File: config.mk
export PLATFORM = sky130hd
export DESIGN_NAME = btb_update_ctrl
export DESIGN_NICKNAME = d
export VERILOG_FILES = /design/src/rtl/btb_update_ctrl_pkg.sv /design/src/rtl/btb_upd_fifo.sv /design/src/rtl/btb_update_ctrl.sv
export SDC_FILE = /design/constraint.sdc
export NUM_CORES = 1
export LEC_CHECK = 0
export ABC_CLOCK_PERIOD_IN_PS = 3500
export BUFFER_PORTS_ARGS = -buffer_cell sky130_fd_sc_hd__buf_2
export CORE_MARGIN = 2
export CORE_UTILIZATION = 35
export DETAILED_ROUTE_END_ITERATION = 10
export PLACE_DENSITY_LB_ADDON = 0.05
export SYNTH_ARGS = -nofsm -noshare
export SYNTH_HDL_FRONTEND = slang
export SYNTH_SLANG_ARGS = --single-unit
File: constraint.sdc
create_clock -name clk_i -period 3.5 [get_ports clk_i]
set_input_delay 0.7 -clock clk_i [delete_from_list [all_inputs] [get_ports clk_i]]
set_output_delay 0.7 -clock clk_i [all_outputs]
set_load 0.01 [all_outputs]
File: src/rtl/btb_update_ctrl_pkg.sv
// ==== btb_update_ctrl_pkg : shared BTB update types and constants (rev 1.0) ====
`default_nettype none

package btb_update_ctrl_pkg;

  // pc bit 0 never takes part in the index so compressed branches alias cleanly
  localparam int unsigned BTB_OFFSET   = 1;
  localparam int unsigned BTB_VLEN     = 64;
  localparam int unsigned BTB_IDX_BITS = 3;

  typedef struct packed {
    logic                valid;
    logic [BTB_VLEN-1:0] pc;
    logic [BTB_VLEN-1:0] target;
    logic                clear;
  } btb_upd_req_t;

  typedef struct packed {
    logic                    en;
    logic [BTB_IDX_BITS-1:0] index;
    logic                    valid;
    logic [BTB_VLEN-1:0]     target;
  } btb_wr_t;

  typedef enum logic {
    ST_RUN   = 1'b0,
    ST_FLUSH = 1'b1
  } btb_upd_state_e;

endpackage

`default_nettype wire

File: src/rtl/btb_upd_fifo.sv
// ==== btb_upd_fifo : update queue; tail-overwrite port only with BTB_UPD_COALESCE_EN (rev 1.0) ====
`default_nettype none

module btb_upd_fifo #(
  parameter int unsigned DATA_W = 8,
  parameter int unsigned DEPTH  = 4
) (
  input  logic              clk_i,
  input  logic              rst_ni,
  input  logic              clear_i,
  input  logic              push_i,
  input  logic [DATA_W-1:0] data_i,
  input  logic              pop_i,
  output logic [DATA_W-1:0] head_o,
  output logic              full_o,
  output logic              empty_o
`ifdef BTB_UPD_COALESCE_EN
  ,
  input  logic              ovr_i,
  output logic [DATA_W-1:0] tail_o,
  output logic              tail_avail_o
`endif
);

  localparam int unsigned AW = $clog2(DEPTH);

  logic [DATA_W-1:0] mem_q [DEPTH];
  logic [AW:0]       wptr_q, rptr_q;
  logic              do_push, do_pop;

  // Extra MSB on each pointer distinguishes full from empty when the indices match
  assign empty_o = (wptr_q == rptr_q);
  assign full_o  = (wptr_q[AW] != rptr_q[AW]) && (wptr_q[AW-1:0] == rptr_q[AW-1:0]);
  assign head_o  = mem_q[rptr_q[AW-1:0]];
  assign do_push = push_i & ~full_o;
  assign do_pop  = pop_i & ~empty_o;

`ifdef BTB_UPD_COALESCE_EN
  logic [AW:0] count;
  logic [AW:0] tail_ptr;
  assign count    = wptr_q - rptr_q;
  assign tail_ptr = wptr_q - 1'b1;
  assign tail_o   = mem_q[tail_ptr[AW-1:0]];
  // The tail may only be rewritten if it is not leaving the queue this cycle
  assign tail_avail_o = (count > (AW+1)'(1)) | (~empty_o & ~pop_i);
`endif

  always_ff @(posedge clk_i or negedge rst_ni) begin
    if (!rst_ni) begin
      wptr_q <= '0;
      rptr_q <= '0;
    end else if (clear_i) begin
      wptr_q <= '0;
      rptr_q <= '0;
    end else begin
      if (do_push) wptr_q <= wptr_q + 1'b1;
      if (do_pop)  rptr_q <= rptr_q + 1'b1;
    end
  end

  always_ff @(posedge clk_i) begin
    if (do_push && !clear_i) begin
      mem_q[wptr_q[AW-1:0]] <= data_i;
    end
`ifdef BTB_UPD_COALESCE_EN
    else if (ovr_i && tail_avail_o && !clear_i) begin
      mem_q[tail_ptr[AW-1:0]] <= data_i;
    end
`endif
  end

endmodule

`default_nettype wire

File: src/rtl/btb_update_ctrl.sv
// ==== btb_update_ctrl : arbitrates BTB updates, drains them, sweeps on flush (rev 1.0) ====
// ==== optional: BTB_UPD_COALESCE_EN merges same-index updates into the queue tail ====
`default_nettype none

module btb_update_ctrl
  import btb_update_ctrl_pkg::*;
#(
  parameter int unsigned NR_ENTRIES = 8,
  parameter int unsigned FIFO_DEPTH = 4,
  parameter int unsigned VLEN       = 64
) (
  input  logic                          clk_i,
  input  logic                          rst_ni,
  input  logic                          flush_i,
  input  logic                          debug_mode_i,
  input  logic                          bu_valid_i,
  output logic                          bu_ready_o,
  input  logic [VLEN-1:0]               bu_pc_i,
  input  logic [VLEN-1:0]               bu_target_i,
  input  logic                          bu_clear_i,
  input  logic                          cm_valid_i,
  output logic                          cm_ready_o,
  input  logic [VLEN-1:0]               cm_pc_i,
  input  logic [VLEN-1:0]               cm_target_i,
  input  logic                          cm_clear_i,
  output logic                          wr_en_o,
  output logic [$clog2(NR_ENTRIES)-1:0] wr_index_o,
  output logic                          wr_valid_o,
  output logic [VLEN-1:0]               wr_target_o,
  output logic                          busy_o
);

  localparam int unsigned IDX_W = $clog2(NR_ENTRIES);
  localparam int unsigned ENT_W = IDX_W + 1 + VLEN;

  btb_upd_state_e   state_q, state_d;
  logic [IDX_W-1:0] cnt_q, cnt_d;
  logic             rr_q, rr_d;   // 0: branch unit wins the next tie

  logic [IDX_W-1:0] bu_idx, cm_idx;
  logic [ENT_W-1:0] push_data, head;
  logic             fifo_full, fifo_empty, fifo_clr, push, pop;
  logic             bu_hit, cm_hit, bu_cap, cm_cap, both, bu_gnt, cm_gnt;
  logic             unused_pc_bits;

  assign bu_idx = bu_pc_i[IDX_W+BTB_OFFSET-1:BTB_OFFSET];
  assign cm_idx = cm_pc_i[IDX_W+BTB_OFFSET-1:BTB_OFFSET];
  assign unused_pc_bits = ^{bu_pc_i[VLEN-1:IDX_W+BTB_OFFSET], bu_pc_i[0],
                            cm_pc_i[VLEN-1:IDX_W+BTB_OFFSET], cm_pc_i[0]};

`ifdef BTB_UPD_COALESCE_EN
  logic [ENT_W-1:0] tail;
  logic             tail_avail, ovr;
  assign bu_hit = tail_avail & (tail[ENT_W-1 -: IDX_W] == bu_idx);
  assign cm_hit = tail_avail & (tail[ENT_W-1 -: IDX_W] == cm_idx);
`else
  assign bu_hit = 1'b0;
  assign cm_hit = 1'b0;
`endif

  assign bu_cap = ~fifo_full | bu_hit;
  assign cm_cap = ~fifo_full | cm_hit;
  assign both   = bu_valid_i & cm_valid_i;

  always_comb begin
    state_d     = state_q;
    cnt_d       = cnt_q;
    rr_d        = rr_q;
    bu_ready_o  = 1'b0;
    cm_ready_o  = 1'b0;
    bu_gnt      = 1'b0;
    cm_gnt      = 1'b0;
    push        = 1'b0;
    pop         = 1'b0;
    fifo_clr    = 1'b0;
    push_data   = '0;
    wr_en_o     = 1'b0;
    wr_index_o  = '0;
    wr_valid_o  = 1'b0;
    wr_target_o = '0;
    busy_o      = 1'b0;
`ifdef BTB_UPD_COALESCE_EN
    ovr         = 1'b0;
`endif
    unique case (state_q)
      ST_RUN: begin
        if (flush_i) begin
          // Queued updates are stale once the whole table is being invalidated
          fifo_clr = 1'b1;
          cnt_d    = '0;
          state_d  = ST_FLUSH;
        end else begin
          pop         = ~fifo_empty;
          wr_en_o     = ~fifo_empty;
          if (!fifo_empty) begin
            wr_index_o  = head[ENT_W-1 -: IDX_W];
            wr_valid_o  = head[VLEN];
            wr_target_o = head[VLEN-1:0];
          end
          bu_ready_o = bu_cap & ~(both & rr_q);
          cm_ready_o = cm_cap & ~(both & ~rr_q);
          bu_gnt     = bu_valid_i & bu_ready_o;
          cm_gnt     = cm_valid_i & cm_ready_o;
          if (both && (bu_gnt || cm_gnt)) rr_d = ~rr_q;
          if (bu_gnt) begin
            push_data = {bu_idx, ~bu_clear_i, bu_target_i};
          end else if (cm_gnt) begin
            push_data = {cm_idx, ~cm_clear_i, cm_target_i};
          end
          if ((bu_gnt || cm_gnt) && !debug_mode_i) begin
`ifdef BTB_UPD_COALESCE_EN
            if ((bu_gnt && bu_hit) || (cm_gnt && cm_hit)) ovr = 1'b1;
            else push = 1'b1;
`else
            push = 1'b1;
`endif
          end
        end
      end
      ST_FLUSH: begin
        busy_o     = 1'b1;
        wr_en_o    = 1'b1;
        wr_index_o = cnt_q;
        if (flush_i) begin
          cnt_d = '0;
        end else if (cnt_q == IDX_W'(NR_ENTRIES-1)) begin
          cnt_d   = '0;
          state_d = ST_RUN;
        end else begin
          cnt_d = cnt_q + 1'b1;
        end
      end
    endcase
  end

  always_ff @(posedge clk_i or negedge rst_ni) begin
    if (!rst_ni) begin
      state_q <= ST_RUN;
      cnt_q   <= '0;
      rr_q    <= 1'b0;
    end else begin
      state_q <= state_d;
      cnt_q   <= cnt_d;
      rr_q    <= rr_d;
    end
  end

  btb_upd_fifo #(
    .DATA_W (ENT_W),
    .DEPTH  (FIFO_DEPTH)
  ) i_upd_fifo (
    .clk_i        (clk_i),
    .rst_ni       (rst_ni),
    .clear_i      (fifo_clr),
    .push_i       (push),
    .data_i       (push_data),
    .pop_i        (pop),
    .head_o       (head),
    .full_o       (fifo_full),
    .empty_o      (fifo_empty)
`ifdef BTB_UPD_COALESCE_EN
    ,
    .ovr_i        (ovr),
    .tail_o       (tail),
    .tail_avail_o (tail_avail)
`endif
  );

endmodule

`default_nettype wire

# --- Word level (Yosys, flattened, before mapping) ---
# Memory sizes are Yosys's and may differ from the RTL's.
# Index checks and enable logic that the tools add are counted.
# Widths: inputs -> output; s select.
op_classes:
  div: 0
  n_shift: 0
  eq_ne: 5
  order_cmp: 0
  mul: 0
  bitwise_logic: 18
  muxes: 39
  n_reduce_logical: 10
  addsub: 3
ops:
  columns: ["cell", "n"]
  rows:
  - ["$mux 68", 4]
  - ["$mux 64", 3]
  - ["$mux 3", 9]
  - ["$mux 1", 19]
  - ["$pmux 3 s2", 2]
  - ["$add 3x1->3 const B", 3]
  - ["$and 1x1->1", 9]
  - ["$not 1->1", 9]
  - ["$logic_and 1x1->1", 4]
  - ["$pmux 1 s2", 2]
  - ["$reduce_bool 2->1", 2]
  - ["$eq 3x3->1", 1]
  - ["$eq 3x3->1 const B", 1]
  - ["$reduce_and 3->1", 1]
  - ["$eq 2x2->1", 1]
  - ["$logic_not 1->1", 2]
  - ["$ne 2x2->1 const B", 1]
  - ["$logic_or 1x1->1", 1]
  - ["$ne 1x1->1", 1]
totals:
  rom_bits: 0
  latchBits: 0
  ff_bits: 11
  word_cells: 81
  out_inout_bits: 72
  ram_bits: 272
  n_memories: 1
mem_list:
  columns: ["memory", "depth", "width", "read_ports", "rd_clocked_by_memory_dff", "wr", "line", "text"]
  rows:
  - ["i_upd_fifo.mem_q", 4, 68, 1, 0, 1, "btb_upd_fifo.sv:27", "logic [DATA_W-1:0] mem_q [DEPTH];"]

# --- Logic depth before layout (Yosys ltp) ---
depth:
  ltp_word: 14
  mapped_depth: 6
  ltp_nobuf: 5

# --- Hierarchy ---
# Synthesis repeated with hierarchy kept, for this count alone.
unflattened:
  hier_cells: 783
  area_unflattened_um2: 12798.5
by_module_without_submodules:
  columns: ["module", "seq_area_each_um2", "area_per_inst_um2", "cells_each", "n_inst"]
  rows:
  - ["btb_upd_fifo", 8318.0, 10366.2, 422, 1]
  - ["btb_update_ctrl", 125.1, 2432.3, 361, 1]

# --- Worst setup path before layout ---
# Ideal clock, no wire load.
synth_path:
  path_kind: "input port to flip-flop"
  start: "input port flush_i"
  end: "memory i_upd_fifo.mem_q[3][0] (netlist name), enable pin"
  arrival_ns: 2.886
  stages: 3
  n_path_buf: 1
  setup_ns: 0.434
  path_slack_ns: 0.181
  required_time_ns: 3.066
  path_cell_list: "buf_2 a311oi_2 and3_1"
synth_between:
  elab_chain_cells: 6
  elab_cells_between_ends: 9
  cone_classes: "6 x mux; 1 x bitwise; 2 x reduce/logical"
synth_rtl:
  columns: ["item", "line", "text"]
  rows:
  - ["start, declared", "btb_update_ctrl.sv:14", "input logic flush_i,"]
  - ["$mux 1", "btb_update_ctrl.sv:87", "if (flush_i) begin"]
  - ["$mux 1", "btb_update_ctrl.sv:85", "unique case (state_q)"]
  - ["$and 1x1->1 / $logic_not 1->1 (equally long branches)", "btb_upd_fifo.sv:35, btb_upd_fifo.sv:62", null]
  - ["$logic_and 1x1->1 *", "btb_upd_fifo.sv:62", "if (do_push && !clear_i) begin"]
  - ["$mux 1 *", "btb_upd_fifo.sv:62", null]
  - ["$mux 1 (not written as such) *", "btb_upd_fifo.sv:63", "mem_q[wptr_q[AW-1:0]] <= data_i;"]
  - ["end, declared", "btb_upd_fifo.sv:27", null]
# Mark *: on every way between the ends. The rest lies on a longest branch, timed or not.

# --- Worst setup path in the final report ---
layout_path:
  start: "register i_upd_fifo.wptr_q[0]"
  end: "output port wr_target_o[0]"
layout_between:
  elab_chain_cells: 4
layout_rtl:
  columns: ["item", "line", "text"]
  rows:
  - ["start, declared", "btb_upd_fifo.sv:28", "logic [AW:0] wptr_q, rptr_q;"]
  - ["start signal, assigned", "btb_upd_fifo.sv:56", "if (do_push) wptr_q <= wptr_q + 1'b1;"]
  - ["$eq 3x3->1", "btb_upd_fifo.sv:32", "assign empty_o = (wptr_q == rptr_q);"]
  - ["$mux 64", "btb_update_ctrl.sv:95", "if (!fifo_empty) begin"]
  - ["$mux 64", "btb_update_ctrl.sv:87", null]
  - ["$mux 64", "btb_update_ctrl.sv:85", null]
  - ["end, declared", "btb_update_ctrl.sv:29", "output logic [VLEN-1:0] wr_target_o,"]
# Every way passes these cells.

==> impl_summary.txt <==
----------------------------------------------------
[Run status]
  Status ... finished clean

[Drt]
  First-pass DRT Iterations ... 5
  Vias after detailed routing ... 6975
  WL/cell ... 21.2 µm
  DRC marker count from the first detailed-route iteration ... 443
  Antenna Nets Post-Route ... 0
  Total wire length ... 28.8 mm
  Drt drc ... 0
  Post-DR vias/cell ... 5.13

[Worst setup path]
  Critical R2R Launch ... i_upd_fifo.wptr_q[0]
  CP startpoint kind ... register
  Worst setup path startpoint ... i_upd_fifo.wptr_q[0]
  Worst Path Class, Setup ... register to output port
  WP data required ... 2800 ps
  Critical Path End Type ... output port
  Highest net fanout along the worst path ... 58
  Crit path arrival time ... 2520 ps
  Setup slack, reg-to-reg ... 1020 ps

[Global routing]
  Initial antenna violation count ... 0
  First-pass GRT wire length ... 43.9 mm
  Via count of the first global-routing pass ... 7512
  Maximum number of pins on one net before global-route repair ... 73
  Overflow after GRT ... 0
  Total Routing Usage GR ... 16.2%

[Yosys]
  Portion of the post-synthesis area used by sequential elements ... 70.6%
  Synthesized-area fraction occupied by ao, oa, aoi and oai cells ... 5.84%
  Area share of xor/xnor cells in the synthesized design ... 0.481%
  Biggest area contributors in the synthesized netlist ... edfxtp_1 68%, mux4_2 13%, a22oi_1 4.3%
  Post-synthesis share of cell area spent on full adders, half adders and majority gates ... 0.732%
  Simple-gate share of the synthesized area ... 6.64%
  Number of storage elements in the synthesis netlist ... 283
  Fraction of post-synthesis cell area in the top cell type by area ... 68.3%
  Yosys warning count ... 0
  Cell accounting for the most synthesized area ... edfxtp_1
  Synth Cell Area ... 12000 µm²
  Synth cell types ... 35
  Synthesized area per cell ... 17.7 µm²
  Multiplexer fraction of the synthesized cell area ... 13.1%
  Largest family of logic cells by synthesized area ... multiplexers
  Number of cells produced by synthesis ... 676
  Synthesized Nets ... 947

[Clock network]
  Clock Pin Slew Worst Setup and Hold Paths ... 60 ps
  Number of buffers inserted during clock tree synthesis ... 31
  CTS hold repair buffers ... 0
  Total clock sinks ... 283
  Number of setup buffers added after CTS ... 0
  Cts repair resizes ... 0
  Buffer cell driving the clock tree root ... clkbuf_16
  Clock insertion delay at the later pin of the skew report ... 540 ps
  H-tree depth ... 1
  CTS tree ... built
  Max Buffers Root-to-Sink ... 3

[STA]
  Total Negative Setup Slacks ... 0 ps
  Unrepaired setup endpoints after global routing ... no
  Post-layout worst setup margin ... 285 ps
  Worst Max-Slew Pin Slew ... 869 ps
  Headroom to the max-slew limit ... 42.0%
  Tightest hold margin ... 32.1 ps
  Fmax achieved ... 311 MHz
  Number of endpoints failing setup at the final stage ... 0
  Number of hold violations in the final report ... 0
  Time the final worst path needs with I/O delays and setup ... 3220 ps
  Final worst clock skew ... 10.9 ps
  Final count of pins violating max slew ... 0
  Part of the cycle the worst path needs ... 91.9%

[Place]
  Placed Instances ... 1303
  Post-DP HPWL ... 16.7 mm
  Port Buf Inserts ... 213
  Global placer's final weighted congestion ... 0.727
  Pre-CTS setup slack ... 669 ps

[Power and ir drop]
  Cell internal pwr ... 6.58 mW
  Clock network fraction of design power ... 34.2%
  Power density normalized to cell area ... 608 nW/µm²
  Net switching share of the total power ... 25.6%
  Switching pwr ... 2.26 mW
  Sequential fraction of design power ... 42.0%
  Highest ir drop seen on vdd ... 0.423 mV
  Logic pwr share ... 23.8%
  Overall power ... 8.84 mW
  Cell leakage power ... 5.87 nW

[Die]
  Chip Width ... 189 µm
  Core Footprint ... 33600 µm²
  Die Area ... 35700 µm²
  Number of ports placed on the die boundary ... 336
  Number of rows in the core area ... 67
  Y dimension of the die ... 189 µm
  Effective utilization at floorplan ... 35.6%

[Final layout]
  Number of diodes ... 0
  Fill cells ... 3057
  Ratio of cells with drive above 1 in the final layout ... 39.4%
  Post-route non-filler standard cell count ... 1360
  Post-synthesis to final-layout area growth ... 21.7%
  Number of nets in the finished design ... 1159

[Flow run]
  Max-cap violation count ... 0

[Worst hold path]
  Class of the most critical hold timing path ... primary input to async pin

----------------------------------------------------
==> metal layers <==
layer / global-route usage [%] / routed length (µm) / vias up
met3: 2.25 / 1300 / 44
met1: 20.9 / 12300 / 3579
li1: - / - / 3165
met4: 3.97 / 555 / 0
met2: 28.8 / 14600 / 187
met5: 0 / 0 / -
==> through the flow <==
stage / utilization, % / cell area [µm²]
floorplan: - / 12000
global placement: 40.5 / 13600
detailed placement: 40.5 / 13600
CTS: 43.3 / 14600
global route: 43.3 / 14600
finish: 43.3 / 14600
==> kinds of logic after synthesis <==
group,Yosys count
AO/OA/AOI/OAI,90
XOR/XNOR,4
adder cells (fa/ha/maj),7
buffers and inverters,62
flip-flops,283
multiplexers,71
AND/OR/NAND/NOR,159
==> layout make-up <==
class / count / area (µm²) / area share [%]
Timing Repair Buffer: 232 / 1310 / 8.99
Multi-Input combinational cell: 331 / 3250 / 22.3
Clock buffer: 37 / 798 / 5.49
Sequential cell: 283 / 8450 / 58.1
Clock inverter: 20 / 149 / 1.02
Tap cell: 448 / 561 / 3.85
Inverter: 9 / 33.8 / 0.232
==> power groups by stage <==
stage / sequential, mW / combinational [mW] / clock [mW]
CTS: 3.71 / 2.17 / 3.11
detailed placement: 3.78 / 2.17 / 0
finish: 3.71 / 2.11 / 3.02
floorplan: 3.76 / 1.72 / 0
global route: 3.71 / 2.30 / 3.25
global placement: 3.78 / 2.16 / 0
==> cells in the mapped netlist (all sizes together) <==
master  count
a211o       2
a21boi      2
a21oi       2
a22o        3
a22oi      68
a311oi      2
a31o        1
a31oi       3
and2        1
and3       70
buf        24
clkbuf     29
dfrtp      11
edfxtp    272
ha          7
inv         9
mux2i       3
mux4       68
nand2       5
nand3       3
nand3b      1
nand4       2
nor2       75
nor2b       1
nor3        1
o211ai      2
o21ai       3
o311ai      1
o31ai       1
xnor2       3
xor2        1
==> worst max-delay path: stages, from the launching register on <==
cell and delay, ps:
dfrtp_1 460, xnor2_2 320, nand3b_2 380, buf_12 350
and3_1 260, buf_2 160
==> worst paths after layout <==
| check | end | cells past startpoint |
|---|---|---|
| worst max-delay path | wr_target_o[0] | 5 |
| min in group clk_i | rr_q | 3 |
| worst max register to register | i_upd_fifo.mem_q[2][3] | 5 |
| worst min register to register | cnt_q[1] | 2 |
| max in group asynchronous | i_upd_fifo.rptr_q[1] | 1 |
| worst min-delay path | rr_q | 1 |
==> placed cells by master (no fill, tap or decap), drive strengths merged, types with 3 or more instances in the layout <==
cell,instances
mux4,68
nor2,75
mux2i,3
xnor2,3
a31oi,3
nand3,3
o21ai,3
and3,70
buf,232
clkbuf,37
nand2,5
ha,7
clkinv,15
inv,9
dfrtp,11
edfxtp,272
a22o,3
clkinvlp,3
a22oi,68
==> state kept, by name (all words and copies together) (netlist names) <==
register,count
i_upd_fifo.wptr_q,3
cnt_q,3
i_upd_fifo.rptr_q,3
i_upd_fifo.mem_q,272
state_q,1
rr_q,1
(Power assumes the default switching activity.)
